--- config.mk ---
export PLATFORM = sky130hd
export DESIGN_NAME = traffic_gen_engine_flat
export DESIGN_NICKNAME = d
export VERILOG_FILES = /design/src/rtl/traffic_gen_engine_if.sv /design/src/rtl/traffic_gen_engine.sv /design/src/flat_wrapper.sv
export SDC_FILE = /design/constraint.sdc
export NUM_CORES = 1
export LEC_CHECK = 0
export ABC_AREA = 1
export ABC_CLOCK_PERIOD_IN_PS = 2900
export CORE_UTILIZATION = 45
export CTS_BUF_LIST = sky130_fd_sc_hd__clkbuf_2 sky130_fd_sc_hd__clkbuf_4 sky130_fd_sc_hd__clkbuf_8
export DETAILED_ROUTE_END_ITERATION = 16
export PLACE_DENSITY_LB_ADDON = 0.1
export REMOVE_ABC_BUFFERS = 1
export SYNTH_ARGS = -nofsm -noshare
export SYNTH_HDL_FRONTEND = slang
export SYNTH_SLANG_ARGS = --single-unit
--- constraint.sdc ---
create_clock -name clk_i -period 2.9 [get_ports clk_i]
set_clock_uncertainty 0.15 [all_clocks]
set_input_delay 0.435 -clock clk_i [delete_from_list [all_inputs] [get_ports clk_i]]
set_output_delay 0.435 -clock clk_i [all_outputs]
set_load 0.1 [all_outputs]
--- src/rtl/traffic_gen_engine_if.sv ---
// Word stream bundle shared between the traffic generator engine and the
// streamer. A word moves when valid and ready are both high on a clock edge.
//   data  : stream word
//   strb  : byte strobes (DATA_WIDTH/8 bits)
//   valid : producer has a word on data/strb
//   ready : consumer accepts the word this cycle
// Modports: source/master drive valid/data/strb; sink/slave drive ready.
interface hwpe_stream_intf_stream #(
  parameter int DATA_WIDTH = 32
);
  logic                    valid;
  logic                    ready;
  logic [DATA_WIDTH-1:0]   data;
  logic [DATA_WIDTH/8-1:0] strb;

  modport source (output valid, output data, output strb, input ready);
  modport sink   (input valid, input data, input strb, output ready);
  modport master (output valid, output data, output strb, input ready);
  modport slave  (input valid, input data, input strb, output ready);
endinterface

--- src/rtl/traffic_gen_engine.sv ---
// Datapath engine of the traffic generator. Consumes words from r_reqs,
// applies a per-job transform (pass / xor key / add key / rotate-left) and
// emits them on w_reqs through a single output register (1 cycle latency,
// 1 word/cycle throughput). A job is len_i words started from IDLE.
//   clk_i, rst_ni : clock, asynchronous active-low reset
//   enable_i      : low stalls the engine (state held)
//   clear_i       : synchronous clear back to reset values
//   r_reqs        : input word stream (sink)
//   w_reqs        : output word stream (source), strb always all ones
//   start_i, len_i, op_i, key_i : job launch and configuration
//   busy_o, done_o, cnt_o, checksum_o : job status
module traffic_gen_engine #(
  parameter int LEN_WIDTH  = 16,
  parameter int DATA_WIDTH = 32
) (
  input  logic                  clk_i,
  input  logic                  rst_ni,
  input  logic                  enable_i,
  input  logic                  clear_i,
  hwpe_stream_intf_stream.sink   r_reqs,
  hwpe_stream_intf_stream.source w_reqs,
  input  logic                  start_i,
  input  logic [LEN_WIDTH-1:0]  len_i,
  input  logic [1:0]            op_i,
  input  logic [31:0]           key_i,
  output logic                  busy_o,
  output logic                  done_o,
  output logic [LEN_WIDTH-1:0]  cnt_o,
  output logic [31:0]           checksum_o
);

  typedef enum logic [1:0] {IDLE, RUN, DONE} state_t;

  state_t                 state_q, state_d;
  logic [LEN_WIDTH-1:0]   len_q, in_cnt_q, cnt_q;
  logic [1:0]             op_q;
  logic [31:0]            key_q;
  logic [31:0]            csum_q;
  logic [DATA_WIDTH-1:0]  data_p1;
  logic                   vld_p1;

  logic                   r_ready, in_hs, out_hs, last_out, start_ok;
  logic [LEN_WIDTH-1:0]   cnt_inc;
  logic                   unused_strb;

  function automatic logic [31:0] xform(input logic [1:0] op,
                                        input logic [31:0] key,
                                        input logic [31:0] d);
    logic [63:0] dd;
    logic [31:0] r;
    dd = {d, d} << key[4:0];
    unique case (op)
      2'd0:    r = d;
      2'd1:    r = d ^ key;
      2'd2:    r = d + key;
      default: r = dd[63:32];
    endcase
    return r;
  endfunction

  // Input strobes carry no meaning for the transform.
  assign unused_strb = ^r_reqs.strb;

  // Accept only while the output register is free or draining this cycle.
  assign r_ready  = (state_q == RUN) & enable_i & (in_cnt_q < len_q) &
                    (!vld_p1 | w_reqs.ready);
  assign in_hs    = r_ready & r_reqs.valid;
  // The output handshake is honoured even while stalled so a word the
  // consumer already took is never counted twice or lost.
  assign out_hs   = vld_p1 & w_reqs.ready;
  assign cnt_inc  = cnt_q + LEN_WIDTH'(1);
  assign last_out = out_hs & (cnt_inc == len_q);
  assign start_ok = (state_q == IDLE) & enable_i & start_i;

  always_comb begin
    state_d = state_q;
    unique case (state_q)
      IDLE: if (start_ok) state_d = (len_i == '0) ? DONE : RUN;
      RUN:  if (last_out) state_d = DONE;
      DONE: if (enable_i) state_d = IDLE;
      default: state_d = IDLE;
    endcase
    if (clear_i) state_d = IDLE;
  end

  always_ff @(posedge clk_i or negedge rst_ni) begin
    if (!rst_ni) state_q <= IDLE;
    else         state_q <= state_d;
  end

  always_ff @(posedge clk_i or negedge rst_ni) begin
    if (!rst_ni) begin
      len_q    <= '0;
      op_q     <= '0;
      key_q    <= '0;
      in_cnt_q <= '0;
      cnt_q    <= '0;
      csum_q   <= '0;
      data_p1  <= '0;
      vld_p1   <= 1'b0;
    end else if (clear_i) begin
      len_q    <= '0;
      op_q     <= '0;
      key_q    <= '0;
      in_cnt_q <= '0;
      cnt_q    <= '0;
      csum_q   <= '0;
      data_p1  <= '0;
      vld_p1   <= 1'b0;
    end else begin
      if (start_ok) begin
        len_q    <= len_i;
        op_q     <= op_i;
        key_q    <= key_i;
        in_cnt_q <= '0;
        cnt_q    <= '0;
        csum_q   <= '0;
      end
      // p0 -> p1: transformed input word lands in the output register
      if (in_hs) begin
        data_p1  <= xform(op_q, key_q, r_reqs.data);
        vld_p1   <= 1'b1;
        in_cnt_q <= in_cnt_q + LEN_WIDTH'(1);
      end else if (out_hs) begin
        vld_p1   <= 1'b0;
      end
      if (out_hs) begin
        cnt_q  <= cnt_inc;
        csum_q <= csum_q + data_p1;
      end
    end
  end

  assign r_reqs.ready = r_ready;
  assign w_reqs.valid = vld_p1;
  assign w_reqs.data  = data_p1;
  assign w_reqs.strb  = '1;
  assign busy_o       = (state_q != IDLE);
  assign done_o       = (state_q == DONE);
  assign cnt_o        = cnt_q;
  assign checksum_o   = csum_q;

endmodule

--- src/flat_wrapper.sv ---
// flat-port wrapper written by rule: the top's interface ports become plain ports
module traffic_gen_engine_flat 
#(
  parameter int LEN_WIDTH  = 16,
  parameter int DATA_WIDTH = 32
)
  (clk_i, rst_ni, enable_i, clear_i, start_i, len_i, op_i, key_i, busy_o, done_o, cnt_o, checksum_o, r_reqs_valid, r_reqs_data, r_reqs_strb, r_reqs_ready, w_reqs_valid, w_reqs_data, w_reqs_strb, w_reqs_ready);
  hwpe_stream_intf_stream #(.DATA_WIDTH(DATA_WIDTH)) r_reqs_i ();
  hwpe_stream_intf_stream #(.DATA_WIDTH(DATA_WIDTH)) w_reqs_i ();
  input  logic clk_i;
  input  logic rst_ni;
  input  logic enable_i;
  input  logic clear_i;
  input  logic start_i;
  input  logic [LEN_WIDTH-1:0] len_i;
  input  logic [1:0] op_i;
  input  logic [31:0] key_i;
  output logic busy_o;
  output logic done_o;
  output logic [LEN_WIDTH-1:0] cnt_o;
  output logic [31:0] checksum_o;
  input wire logic [$bits(r_reqs_i.valid)-1:0] r_reqs_valid;
  input wire logic [$bits(r_reqs_i.data)-1:0] r_reqs_data;
  input wire logic [$bits(r_reqs_i.strb)-1:0] r_reqs_strb;
  output wire logic [$bits(r_reqs_i.ready)-1:0] r_reqs_ready;
  output wire logic [$bits(w_reqs_i.valid)-1:0] w_reqs_valid;
  output wire logic [$bits(w_reqs_i.data)-1:0] w_reqs_data;
  output wire logic [$bits(w_reqs_i.strb)-1:0] w_reqs_strb;
  input wire logic [$bits(w_reqs_i.ready)-1:0] w_reqs_ready;
  assign r_reqs_i.valid = r_reqs_valid;
  assign r_reqs_i.data = r_reqs_data;
  assign r_reqs_i.strb = r_reqs_strb;
  assign r_reqs_ready = r_reqs_i.ready;
  assign w_reqs_valid = w_reqs_i.valid;
  assign w_reqs_data = w_reqs_i.data;
  assign w_reqs_strb = w_reqs_i.strb;
  assign w_reqs_i.ready = w_reqs_ready;
  traffic_gen_engine #(.LEN_WIDTH(LEN_WIDTH), .DATA_WIDTH(DATA_WIDTH)) u_core (.clk_i(clk_i), .rst_ni(rst_ni), .enable_i(enable_i), .clear_i(clear_i), .r_reqs(r_reqs_i), .w_reqs(w_reqs_i), .start_i(start_i), .len_i(len_i), .op_i(op_i), .key_i(key_i), .busy_o(busy_o), .done_o(done_o), .cnt_o(cnt_o), .checksum_o(checksum_o));
endmodule
Word level (Yosys, flattened, before mapping)
Index checks and enable logic that the tools add are counted.
Word-level totals
  logic and storage cells: 70
  output and inout bits: 88
  bits of input ports: 93
  bits in registers: 149
Cells by class
  multiplexer cells: 26
  bitwise operators: 10
  reductions and logical operators: 11
  shifts and indexed selects: 1
  add/subtract/negate cells: 4
  equal/unequal tests: 8
  order comparisons: 1
Operator list (number)
  32-bit 2-to-1 mux: 7
  16-bit 2-to-1 mux: 7
  32-bit case mux with 3 select lines: 1
  32-bit adder: 2
  64-bit by 5-bit << shifter with 64-bit output: 1
  16-bit by 1-bit adder with 16-bit output (second input constant): 2
  32-bit XOR: 1
  16-bit equality test: 1
  16-bit logical NOT: 1
  16-bit less-than comparator: 1
  2-bit 2-to-1 mux: 7
  3-bit nonzero test: 3
  1-bit bitwise AND: 8
  3-bit by 2-bit inequality test with 1-bit output (second input constant): 2
  2-bit case mux with 3 select lines: 1
  2-bit nonzero test: 3
  2-bit by 1-bit equality test with 1-bit output (second input constant): 2
  2-bit equality test (second input constant): 2
  2-bit logical NOT: 2
  1-bit 2-to-1 mux: 3
  3-bit inequality test (second input constant): 1
  3-bit AND reduction: 1
  1-bit logical NOT: 1
  1-bit OR: 1

Longest topological paths before layout
Gate-level depths: netlist (run 1).
  word-level depth: 7
  depth in mapped cells: 17
  gate-level depth less buffers: 16

Worst setup path before layout (run 1)
OpenSTA, ideal clock, no wires.
  path type: register -> register
  start: register u_core.data_p1[0], in the netlist u_core.w_reqs.data[0]
  end: register u_core.csum_q[22], in the netlist u_core.checksum_o[22]
  stages on the path, launching flop included: 13
  required time: 2.627 ns
  path slack: 0.173 ns
  path buffers: 0
  library setup time: 0.123 ns
  clock period less this slack: 2.727 ns
  data arrival time: 2.454 ns
  path through: dfrtp_1 ha_1 fa_1 nand3_1 nand3_1 a21oi_1 inv_1 nand2_1 nand2_1 nand2_1 o21ai_0 o21ai_0 nand2_1
On the way
  cells in the longest elaborated chain, start to end: 3
RTL lines
  start: declaration: RTL line traffic_gen_engine.sv:39  | logic [DATA_WIDTH-1:0] data_p1;
  start signal: assignment: RTL line traffic_gen_engine.sv:121  | data_p1 <= xform(op_q, key_q, r_reqs.data);
  32-bit adder: RTL line traffic_gen_engine.sv:129  | csum_q <= csum_q + data_p1;
  32-bit 2-to-1 mux: RTL line traffic_gen_engine.sv:127  | if (out_hs) begin
  32-bit 2-to-1 mux: RTL line traffic_gen_engine.sv:101  | end else if (clear_i) begin
  end signal: assignment: RTL line traffic_gen_engine.sv:129
  end: declaration: RTL line traffic_gen_engine.sv:38  | logic [31:0] csum_q;
No other way between the ends.
A chain may end at the register's enable or synchronous reset.

Worst setup path after layout (run 1)
  start: register u_core.in_cnt_q[3]
  end: output port r_reqs_ready
On the way
  cells in the longest elaborated chain, start to end: 3
RTL lines
  start: declaration: RTL line traffic_gen_engine.sv:35  | logic [LEN_WIDTH-1:0] len_q, in_cnt_q, cnt_q;
  start signal: assignment: RTL line traffic_gen_engine.sv:123  | in_cnt_q <= in_cnt_q + LEN_WIDTH'(1);
  16-bit less-than comparator: RTL line traffic_gen_engine.sv:65  | assign r_ready = (state_q == RUN) & enable_i & (in_cnt_q < len_q) &
  1-bit bitwise AND (2 in series): RTL line traffic_gen_engine.sv:65
  end: declaration: RTL line flat_wrapper.sv:25  | output wire logic [$bits(r_reqs_i.ready)-1:0] r_reqs_ready;
No other way between the ends.

==> impl_results.md, run 1 <==
* Root Buffer: clkbuf_8
* Iter 0 DRT Violations at 1553
* Fin cells at 2695
* CP endpoint kind: output port
* Initial antenna violation count at 1
* Worst Setup Path Type: reg -> out
* DIE WIDTH at 172.8 µm
* Post-CTS repair timing setup buffer count at 0
* Mux cell area share after synthesis at 0.009148
* Layout cells sized above 1 at 0.1268
* Post-synth top area cell: dfrtp_1
* Fin. max-slew vios at 0
* Drt drc at 0
* Initial core utilization at 0.4575
* Dominant cell by count in the synthesized netlist: nand2_1
* Worst Tran Pin Value at roughly 0.55 ns
* Post-place setup slack at -0.1666 ns
* Worst flop-to-flop path endpoint: u_core.w_reqs.data[24]
* Net Sw Frac at 0.4312
* First-pass iteration count of the detailed router at 6
* Seq pwr share at 0.323
* Final number of setup-violating endpoints at 0
* Data required, critical path at 2.32 ns
* CTS tree: done
* Status: completed
* IO Count at between 150 and 200
* Critical Path End: r_reqs_ready
* # fillers at 2845
* RSZ-0062 raised after global routing: no
* Final ANT Viol Nets at 0
* Hold Violations, Final at 0
* WP data arrival at around 2.1 ns
* Compound-cell area share of the yosys netlist at 0.1625
* DIE HEIGHT at around 170 µm
* Achievable Freq at 0.3672 GHz
* Largest family of logic cells by synthesized area: simple AND/OR/NAND/NOR gates
* Area delta synth->final at 24.13%
* Clock latency on the worst-skew pair at just under 0.5 ns
* Sw Pwr at 0.003105 W
* Global route overflow at 0
* Synth Register Bits at 149
* Clock power frac at 0.258
* Post-synth ARST share at 1.000
* Clock tree buffer depth at 2
* Simple-Gate Fraction of Synth Area at 0.3755
* Main synth FF type: dfrtp_1
* Buffers on Ports at 172
* Syn Std Cell Area at 13130 µm²
* P_int at 0.004096 W
* Startpoint Class: register
* Static Leak at 8.244 nW
* Placed Cells at 2662
* CTS buffer count at 17
* DR WL/cell at 18.05 µm
* Vias in the first global route at 13982
* Top post-synthesis cells by count: 637 x nand2_1, 324 x nand3_1, 200 x o21ai_0, 155 x inv_1, 149 x dfrtp_1
* Hold WS at about 0.31 ns
* R2R Path Start: u_core.key_q[0]
* Detailed-route via count at 15111
* Slew HR at 0.6322
* Tot GR Track Use at 0.3278
* VDD IR max at 329.2 µV
* Number of synthesized flops with an enable pin at 0
* CTS H-tree lvls at 4
* Worst hold path type: in -> async
* Post-synthesis adder-cell area fraction at 0.07833
* Num rows at 62
* Top cell type's share of synthesized area at 0.2840
* Tcrit/Tclk final at 0.9390
* Worst-path clk slew at 0.11 ns
* Post-layout util at 0.5678
* Synth area leaders: dfrtp_1 28%, nand2_1 18%, nand3_1 12%
* Synth Area in XOR/XNOR at 0.01525
* # diodes at 0
* Final wirelength at between 40 and 50 mm
* Comb pwr share at 0.419
* Yosys cell types at 52
* CORE AREA at 28700 µm²
* Max-Cap Viols at 0
* YS warnings at 0
* Crit path time final at between 2 and 3 ns
* Hpwl dp at 39.15 mm
* R2r worst-path depth at 15
* Mean Syn Cell Area at 6.421 µm²
* Reg-to-reg setup timing slack at around 0.19 ns
* Fin worst setup slack at roughly 0.18 ns
* Largest net degree at the start of global routing at 54
* Gpl congestion at 1.019
* Final nets at 2472
* Synth Instances at approximately 2000
* Die ar. at roughly 30000 µm²
* Sink Count at 149
* Critical path startpoint: u_core.in_cnt_q[3]
* PwrDens at between 400 and 500 nW/µm²
* First-pass GRT wire length at 76.96 mm
* Register area share after synthesis at 0.2840
* Routed vias/inst at about 5.6
* Worst-path fanout max at 6
worst max-delay path, cell delays in order, from the launching register on:
cell and delay [ns]:
dfrtp_1 0.49, ha_1 0.35, a21oi_1 0.15, nand2_1 0.07
nand2_1 0.06, nand2_1 0.05, nand2_1 0.05, nand2_1 0.06
nand2_2 0.07, nand2_1 0.05, inv_1 0.09, buf_12 0.18
final cells by class:
cell class,instances,area (µm²),area share
clock buffer,20,262.8,0.01612
clock inverter,12,166.4,0.01021
inverter,162,608.1,0.03731
multi-input combinational,1656,8434,0.5175
sequential,149,3730,0.2289
tap,384,480.5,0.02948
timing repair buffer,312,2616,0.1605
cells in the final DEF (no fill, tap or decap), types with 5 or more instances in the layout:
cell type	n
nand2_1	637
nand3_1	324
buf_4	219
o21ai_0	200
inv_1	153
dfrtp_1	148
a21oi_1	121
nor2_1	102
clkdlybuf4s50_1	87
ha_1	79
nand4_1	22
clkbuf_8	18
o21a_1	16
nor3_1	15
xor2_1	14
mux2i_1	12
o211ai_1	11
o22ai_1	10
o21ai_1	8
nor4_1	8
nand3b_1	8
inv_2	7
nor2_2	7
xnor2_1	7
or2_2	6
nor2_4	5
o21bai_1	5
power by group through the flow:
stage               Sequential, W  Clock, W  Combinational, W
finish                    0.00232   0.00186           0.00301
global route              0.00234   0.00196           0.00329
CTS                       0.00232   0.00188           0.00297
detailed placement        0.00236         0           0.00296
global placement          0.00236         0           0.00294
floorplan                 0.00263         0           0.00152
through the flow:
step | cell area (µm²) | total power (W) | setup TNS (ns)
after detailed placement | 15850 | 0.005326 | -1.273
after global routing | 16300 | 0.007583 | 0
after global placement | 15850 | 0.005299 | -0.8721
final | 16300 | 0.007201 | 0
after CTS | 16290 | 0.007179 | 0
after floorplan | 12760 | 0.004146 | -22.81
metal layers:
metal	track usage	up-vias	share of wire
met1	0.4542	6981	0.45
li1	-	7422	-
met5	0	-	0
met3	0.04551	82	0.073
met2	0.5161	626	0.44
met4	0.1287	0	0.036
state kept, by name, summed over array words and instances, names as in the netlist, 2 cells and up:
register,flops
u_core.cnt_o,16
u_core.key_q,32
u_core.checksum_o,32
u_core.in_cnt_q,16
u_core.op_q,2
u_core.w_reqs.data,32
u_core.state_q,2
u_core.len_q,16
worst min-delay path by stage:
stage               startpoint               endpoint  slack [ns]  depth (start not counted)
floorplan               rst_ni   u_core.checksum_o[0]       -0.01                          0
global placement        rst_ni   u_core.checksum_o[2]        0.28                          1
detailed placement      rst_ni   u_core.checksum_o[2]        0.28                          1
CTS                     rst_ni  u_core.w_reqs.data[9]        0.32                          2
global route            rst_ni   u_core.checksum_o[2]        0.33                          2
finish                  rst_ni  u_core.w_reqs.data[9]        0.31                          2
cells by family (layout without fill, tap and decap cells):
group / count (synthesis) / after routing
and+or+nand+nor: 1143 / 1143
buffers and inverters: 243 / 506
other: 1 / 4
xor gates and xnor gates: 22 / 22
AOI/OAI and AO/OA: 394 / 394
muxes: 12 / 12
adders and majority gates: 81 / 81
DFF: 149 / 149
timing repair:
action                                 CTS  global route
endpoints found under the hold margin   50             0
gates resized for setup                  0             4
hold buffers                             1             0
setup endpoints to repair                0             9
No activity file was read; power rests on OpenSTA's default activity.
==> inputs of run 2 (changes only) <==
--- a/config.mk
+++ b/config.mk
@@ -6,7 +6,7 @@
 export NUM_CORES = 1
 export LEC_CHECK = 0
 export ABC_AREA = 1
-export ABC_CLOCK_PERIOD_IN_PS = 2900
+export ABC_CLOCK_PERIOD_IN_PS = 3300
 export CORE_UTILIZATION = 45
 export CTS_BUF_LIST = sky130_fd_sc_hd__clkbuf_2 sky130_fd_sc_hd__clkbuf_4 sky130_fd_sc_hd__clkbuf_8
 export DETAILED_ROUTE_END_ITERATION = 16
==> constraint.sdc (replaced) <==
create_clock -name clk_i -period 3.3 [get_ports clk_i]
set_clock_uncertainty 0.15 [all_clocks]
set_input_delay 0.495 -clock clk_i [delete_from_list [all_inputs] [get_ports clk_i]]
set_output_delay 0.495 -clock clk_i [all_outputs]
set_load 0.1 [all_outputs]
==> run 2 against run 1 <==
Effect of this change:
- count of clock-buffer cells in the layout unchanged
- flip-flop and latch count unchanged
- final cell count down 3.5%
- critical path type is now reg -> reg
- critical endpoint is now u_core.w_reqs.data[14]
- largest power group unchanged
- highest routed layer unchanged
==> impl_results.md, run 2 (synthesis gave the netlist of run 1 again) <==
* Status: completed
* VDD IR max at 302.8 µV
* Final number of setup-violating endpoints at 0
* Gpl congestion at 1.011
* Hold Violations, Final at 0
* Critical path startpoint: u_core.key_q[0]
* Final nets at 2378
* Post-place setup slack at roughly 0.078 ns
* Crit path depth at 13
* Critical path's top delay family: simple AND/OR/NAND/NOR gates
* Drt drc at 0
* Global route overflow at 0
* Critical path buffers and inverters at 1
* Hold WS at 0.3340 ns
* Die ar. at roughly 30000 µm²
* CP max stage cell: dfrtp_1
* CP endpoint kind: register
* Hpwl dp at 37.58 mm
* Fin cells at 2601
* Most frequent cells in the layout: 637 x nand2_1, 324 x nand3_1, 200 x o21ai_0
* CTS H-tree lvls at 4
* Clock tree buffer depth at 2
* Initial antenna violation count at 0
* First-pass iteration count of the detailed router at 7
* Num rows at 62
* Commonest non-fill, non-tap cell in the layout: nand2_1
* IO Count at 181
* Resized Gates After CTS at 0
* Area delta synth->final at 18.95%
* Worst hold path type: reg -> reg
* Fin worst setup slack at approximately 0.48 ns
* Critical Path End: u_core.w_reqs.data[14]
* R2r worst-path depth at 13
* Startpoint Class: register
* Layout cells sized above 1 at 0.08796
* Tcrit/Tclk final at 0.8554
* Detailed-route via count at around 15000
* Worst stage delay on the critical path at 0.51 ns
* Crit path time final at 2.823 ns
* Data required, critical path at 3.52 ns
* RSZ-0062 raised after global routing: no
* First-pass GRT wire length at 74.67 mm
* Placed Cells at 2568
* Clock latency on the worst-skew pair at 0.49 ns
* Static Leak at between 7 and 8 nW
* Iter 0 DRT Violations at 1396
* CTS tree: done
* Post-CTS repair timing setup buffer count at 0
* Initial core utilization at 0.4575
* Worst-path clk slew at approximately 0.090 ns
* WP data arrival at 3.04 ns
* R2R Path Start: u_core.key_q[0]
* Hold_buf cts at 1
* Achievable Freq at between 0.3 and 0.4 GHz
* Post-layout util at 0.5442
* Vias in the first global route at 13585
* Crit path cell chain: ha_1 > inv_1 > fa_1 > o21ai_1 > nand2_1 > nand2_1 > nand2_1 > nand2_1 > a21oi_1 > o21ai_0 > nand2_1 > nand3_1 > nand2_1
* Worst Setup Path Type: reg -> reg
* PwrDens at 400.5 nW/µm²
* Worst flop-to-flop path endpoint: u_core.w_reqs.data[14]
* Root Buffer: clkbuf_8
* Tot GR Track Use at 0.3189
* Buffers on Ports at 172
* Final ANT Viol Nets at 0
* Reg-to-reg setup timing slack at 0.48 ns
* Fin. max-slew vios at 0
* Routed vias/inst at about 5.6
* CORE AREA at 28700 µm²
* Sink Count at about 150
* Worst-path fanout max at 4
* # diodes at 0
* CTS buffer count at 17
* DR WL/cell at 18.25 µm
* Max-Cap Viols at 0
* DIE WIDTH at around 170 µm
* DIE HEIGHT at 172.8 µm
* Slew HR at 0.5038
* Largest net degree at the start of global routing at between 70 and 80
* Worst Tran Pin Value at 0.7443 ns
* CP dominant cell by count: nand2_1
* Final wirelength at 47.48 mm
==> run 2: tightest hold or removal path: stages, from the launching register on <==
cell	delay (ns)
dfrtp_1	0.36
nand2_1	0.05
nand2_1	0.05
==> run 2: worst min path at each step <==
stage | cells after the start | endpoint | slack, ns | start
floorplan | 0 | u_core.checksum_o[0] | 0.05 | rst_ni
global placement | 2 | u_core.key_q[20] | 0.31 | u_core.key_q[20]
detailed placement | 2 | u_core.key_q[19] | 0.32 | u_core.key_q[19]
CTS | 2 | u_core.key_q[19] | 0.34 | u_core.key_q[19]
global route | 2 | u_core.key_q[18] | 0.36 | u_core.key_q[18]
finish | 2 | u_core.key_q[19] | 0.33 | u_core.key_q[19]
==> run 2: per-layer routing <==
metal | up-vias | global-route usage | wire [µm]
met3 | 94 | 0.06398 | 3521
met1 | 6772 | 0.4342 | 21400
met2 | 578 | 0.4919 | 20680
met5 | - | 0 | 0
li1 | 7230 | - | -
met4 | 0 | 0.1346 | 1879
==> run 2: area by class of cell <==
cell class              instances  area (µm²)
fillers                      2947       13080
multi-input cells            1656        8431
flip-flops and latches        149        3729
repair buffers                218        1911
inverters                     162       608.1
well taps                     384       480.5
clock buffers                  20       269.0
clock inverters                12       191.4
==> run 2: stage by stage <==
stage	total power (W)	cell area (µm²)	TNS, ns
6_report	0.006255	15620	0
5_1_grt	0.006578	15620	0
4_1_cts	0.006221	15620	0
3_5_place_dp	0.004501	15150	0
3_3_place_gp	0.004484	15150	0
2_1_floorplan	0.003643	12760	-3.332
==> run 2: report_power, final <==
part | leakage, nW | switching [W] | total, W | internal [W]
Combinational | 5.49 | 0.00174 | 0.00247 | 0.000733
Clock | 0.223 | 0.000844 | 0.00173 | 0.000890
Sequential | 2.06 | 0.000119 | 0.00205 | 0.00193
Total | 7.78 | 0.00270 | 0.00625 | 0.00355
==> inputs of run 3 (changes only) <==
--- a/config.mk
+++ b/config.mk
@@ -5,13 +5,13 @@
 export SDC_FILE = /design/constraint.sdc
 export NUM_CORES = 1
 export LEC_CHECK = 0
-export ABC_AREA = 1
 export ABC_CLOCK_PERIOD_IN_PS = 3300
 export CORE_UTILIZATION = 45
 export CTS_BUF_LIST = sky130_fd_sc_hd__clkbuf_2 sky130_fd_sc_hd__clkbuf_4 sky130_fd_sc_hd__clkbuf_8
 export DETAILED_ROUTE_END_ITERATION = 16
-export PLACE_DENSITY_LB_ADDON = 0.1
+export PLACE_DENSITY = 0.68
 export REMOVE_ABC_BUFFERS = 1
+export SLEW_MARGIN = 20
 export SYNTH_ARGS = -nofsm -noshare
 export SYNTH_HDL_FRONTEND = slang
 export SYNTH_SLANG_ARGS = --single-unit
==> run 3 against run 2 <==
Effect of this change:
- die area down 3.4%
- non-clock buffer count up 143
- final cell count down 16%
- critical path depth up 1
- area after synthesis down 3.4%
- hold slack worse by 0.054 ns
- flip-flop and latch count unchanged
- synthesized cell count down 27%
- register-to-register slack worse by 0.38 ns
- cell area up 4.3%
- critical path type is now in -> reg
- critical endpoint is now u_core.w_reqs.data[31]
- largest power group unchanged
==> impl_results.md, run 3 <==
* Post-synth top area cell: dfrtp_1
* Layout cells sized above 1 at 0.2174
* Drt drc at 0
* Worst stage delay on the critical path at approximately 0.43 ns
* Iter 0 DRT Violations at 1307
* Final number of setup-violating endpoints at 0
* Top post-synthesis cells by count: 298 x nand2_1, 149 x dfrtp_1, 132 x o21ai_0, 123 x a21oi_1, 79 x ha_1
* Main synth FF type: dfrtp_1
* Synth Instances at 1497
* Mean Syn Cell Area at 8.473 µm²
* CTS tree: done
* CP dominant cell by count: buf_4
* Gpl congestion at 0.9658
* Status: completed
* CP max stage cell: clkdlybuf4s50_1
* Clock latency on the worst-skew pair at 0.49 ns
* Hold WS at 0.2803 ns
* CTS buffer count at 17
* Synth area leaders: dfrtp_1 29%, nand2_1 8.8%, ha_1 7.8%
* Global route overflow at 0
* Routed vias/inst at 5.806
* Most frequent cells in the layout: 298 x nand2_1, 266 x buf_4, 147 x dfrtp_1
* Detailed-route via count at between 10000 and 15000
* Dominant cell by count in the synthesized netlist: nand2_1
* CTS H-tree lvls at 4
* Critical path buffers and inverters at 4
* Hold path startpoint: clear_i
* IO Count at 181
* Register area share after synthesis at 0.2939
* Initial antenna violation count at 1
* DR WL/cell at 19.44 µm
* Fin cells at 2181
* Crit path time final at 3.229 ns
* Yosys cell types at between 70 and 80
* Final wirelength at between 40 and 50 mm
* Fin worst setup slack at around 0.071 ns
* Placement Cell Area at 15780 µm²
* Crit path cell chain: clkdlybuf4s50_1 > buf_4 > ha_1 > a21o_1 > nand4_1 > a31o_2 > a211oi_1 > buf_4 > buf_4 > o21a_1 > nor2_1 > mux2_2 > and4b_1 > nor3_1
* Placed Cells at 2147
* Data required, critical path at about 3.6 ns
* # diodes at 0
* Critical path's top delay family: buffers and inverters
* Worst hold path type: in -> reg
* Synth Register Bits at 149
* Startpoint Class: input pin
* PwrDens at 369.8 nW/µm²
* Sink Count at 149
* Fin. max-slew vios at 0
* Number of synthesized flops with an enable pin at 0
* Clock tree buffer depth at 2
* Static Leak at 7.478 nW
* Largest net degree at the start of global routing at 67
* Slew HR at 0.5531
* Setup TNS at 0 ns
* Tcrit/Tclk final at 0.9786
* R2R Path Start: u_core.key_q[0]
* Area delta synth->final at 28.49%
* Root Buffer: clkbuf_8
* WP data arrival at 3.49 ns
* Hold Violations, Final at 0
* Top cell type's share of synthesized area at 0.2939
* Worst-path clk slew at 0.12 ns
* Achievable Freq at 0.3097 GHz
* DIE WIDTH at between 150 and 200 µm
* Worst-path fanout max at 5
* Buffers on Ports at roughly 170
* Final nets at 1964
* First-pass iteration count of the detailed router at 6
* Finished Cell Area at 16300 µm²
* Commonest non-fill, non-tap cell in the layout: nand2_1
* CP endpoint kind: register
* CORE AREA at between 20000 and 30000 µm²
* Vias in the first global route at 12041
* DIE HEIGHT at 169.9 µm
* Max-Cap Viols at 0
* Post-place setup slack at -0.6404 ns
* VDD IR max at 206.5 µV
* Num rows at 61
* Critical path startpoint: r_reqs_data[1]
* Hpwl dp at 33.29 mm
* Final ANT Viol Nets at 0
* Tot GR Track Use at 0.2992
* First-pass GRT wire length at 66.81 mm
* Syn Std Cell Area at roughly 13000 µm²
* Initial core utilization at 0.4566
* YS warnings at 0
* Worst Setup Path Type: in -> reg
* Worst Tran Pin Value at 0.6703 ns
* Post-synth ARST share at 1.000
* Die ar. at 28860 µm²
run 3: logic make-up (layout without fill, tap and decap cells):
kind of cell	count (synthesis)	count (layout)	synth area share
AOI/OAI and AO/OA	427	427	0.2076
xor gates and xnor gates	73	73	0.05040
adders and majority gates	81	81	0.08108
buffers and inverters	132	435	0.04310
DFF	149	149	0.2939
muxes	114	114	0.1428
other	1	4	0.0002956
and+or+nand+nor	520	520	0.1807
run 3: path summary, 6_finish.rpt:
path | slack (ns) | endpoint | cells past startpoint
min in group asynchronous | 0.43 | u_core.cnt_o[15] | 2
min reg2reg | 0.37 | u_core.checksum_o[31] | 1
max | 0.07 | u_core.w_reqs.data[31] | 14
min | 0.28 | u_core.len_q[3] | 2
max reg2reg | 0.10 | u_core.w_reqs.data[7] | 11
max in group asynchronous | 1.70 | u_core.checksum_o[30] | 3
run 3: layout make-up:
cell class,count,area (µm²)
Fill cell,2575,11480
Multi-Input combinational cell,1219,8536
Sequential cell,149,3731
Timing Repair Buffer,361,3004
Tap cell,378,473.0
Clock buffer,17,234.0
Clock inverter,15,162.7
Inverter,42,157.7
run 3: layer usage:
layer | vias to the layer above | part of all wire | track usage
met4 | 2 | 0.023 | 0.08774
li1 | 6040 | - | -
met5 | - | 0.00028 | 0
met1 | 6125 | 0.46 | 0.4304
met3 | 56 | 0.061 | 0.03651
met2 | 439 | 0.45 | 0.4701
run 3: report_power, final:
part / total [W] / switching (W) / internal [W]
Combinational: 0.00248 / 0.00146 / 0.00101
Sequential: 0.00204 / 0.000126 / 0.00191
Clock: 0.00151 / 0.000940 / 0.000571
Total: 0.00603 / 0.00253 / 0.00350
run 3: stage by stage:
step | utilization | power, W
2_1_floorplan | - | 0.003477
3_3_place_gp | 0.5681 | 0.004472
3_5_place_dp | 0.5681 | 0.004498
4_1_cts | 0.5835 | 0.006011
5_1_grt | 0.5867 | 0.006302
6_report | 0.5867 | 0.006026
run 3: what timing repair did:
action,in CTS,in global routing
hold buffers,1,0
gates resized for setup,5,18
pin swaps,0,4
setup endpoints to repair,7,24
cloned,0,0
hold endpoints to repair,64,0
setup buffers,0,1
run 3: worst register-to-register path, stage by stage, from the launching register on:
cell and delay, ns:
dfrtp_1 0.36, buf_4 0.26, buf_4 0.25, mux4_1 0.64
mux2i_1 0.22, nand2_1 0.08, nand2_1 0.09, mux2i_1 0.15
a22o_1 0.23, a222oi_1 0.37, buf_4 0.21, a211oi_1 0.07
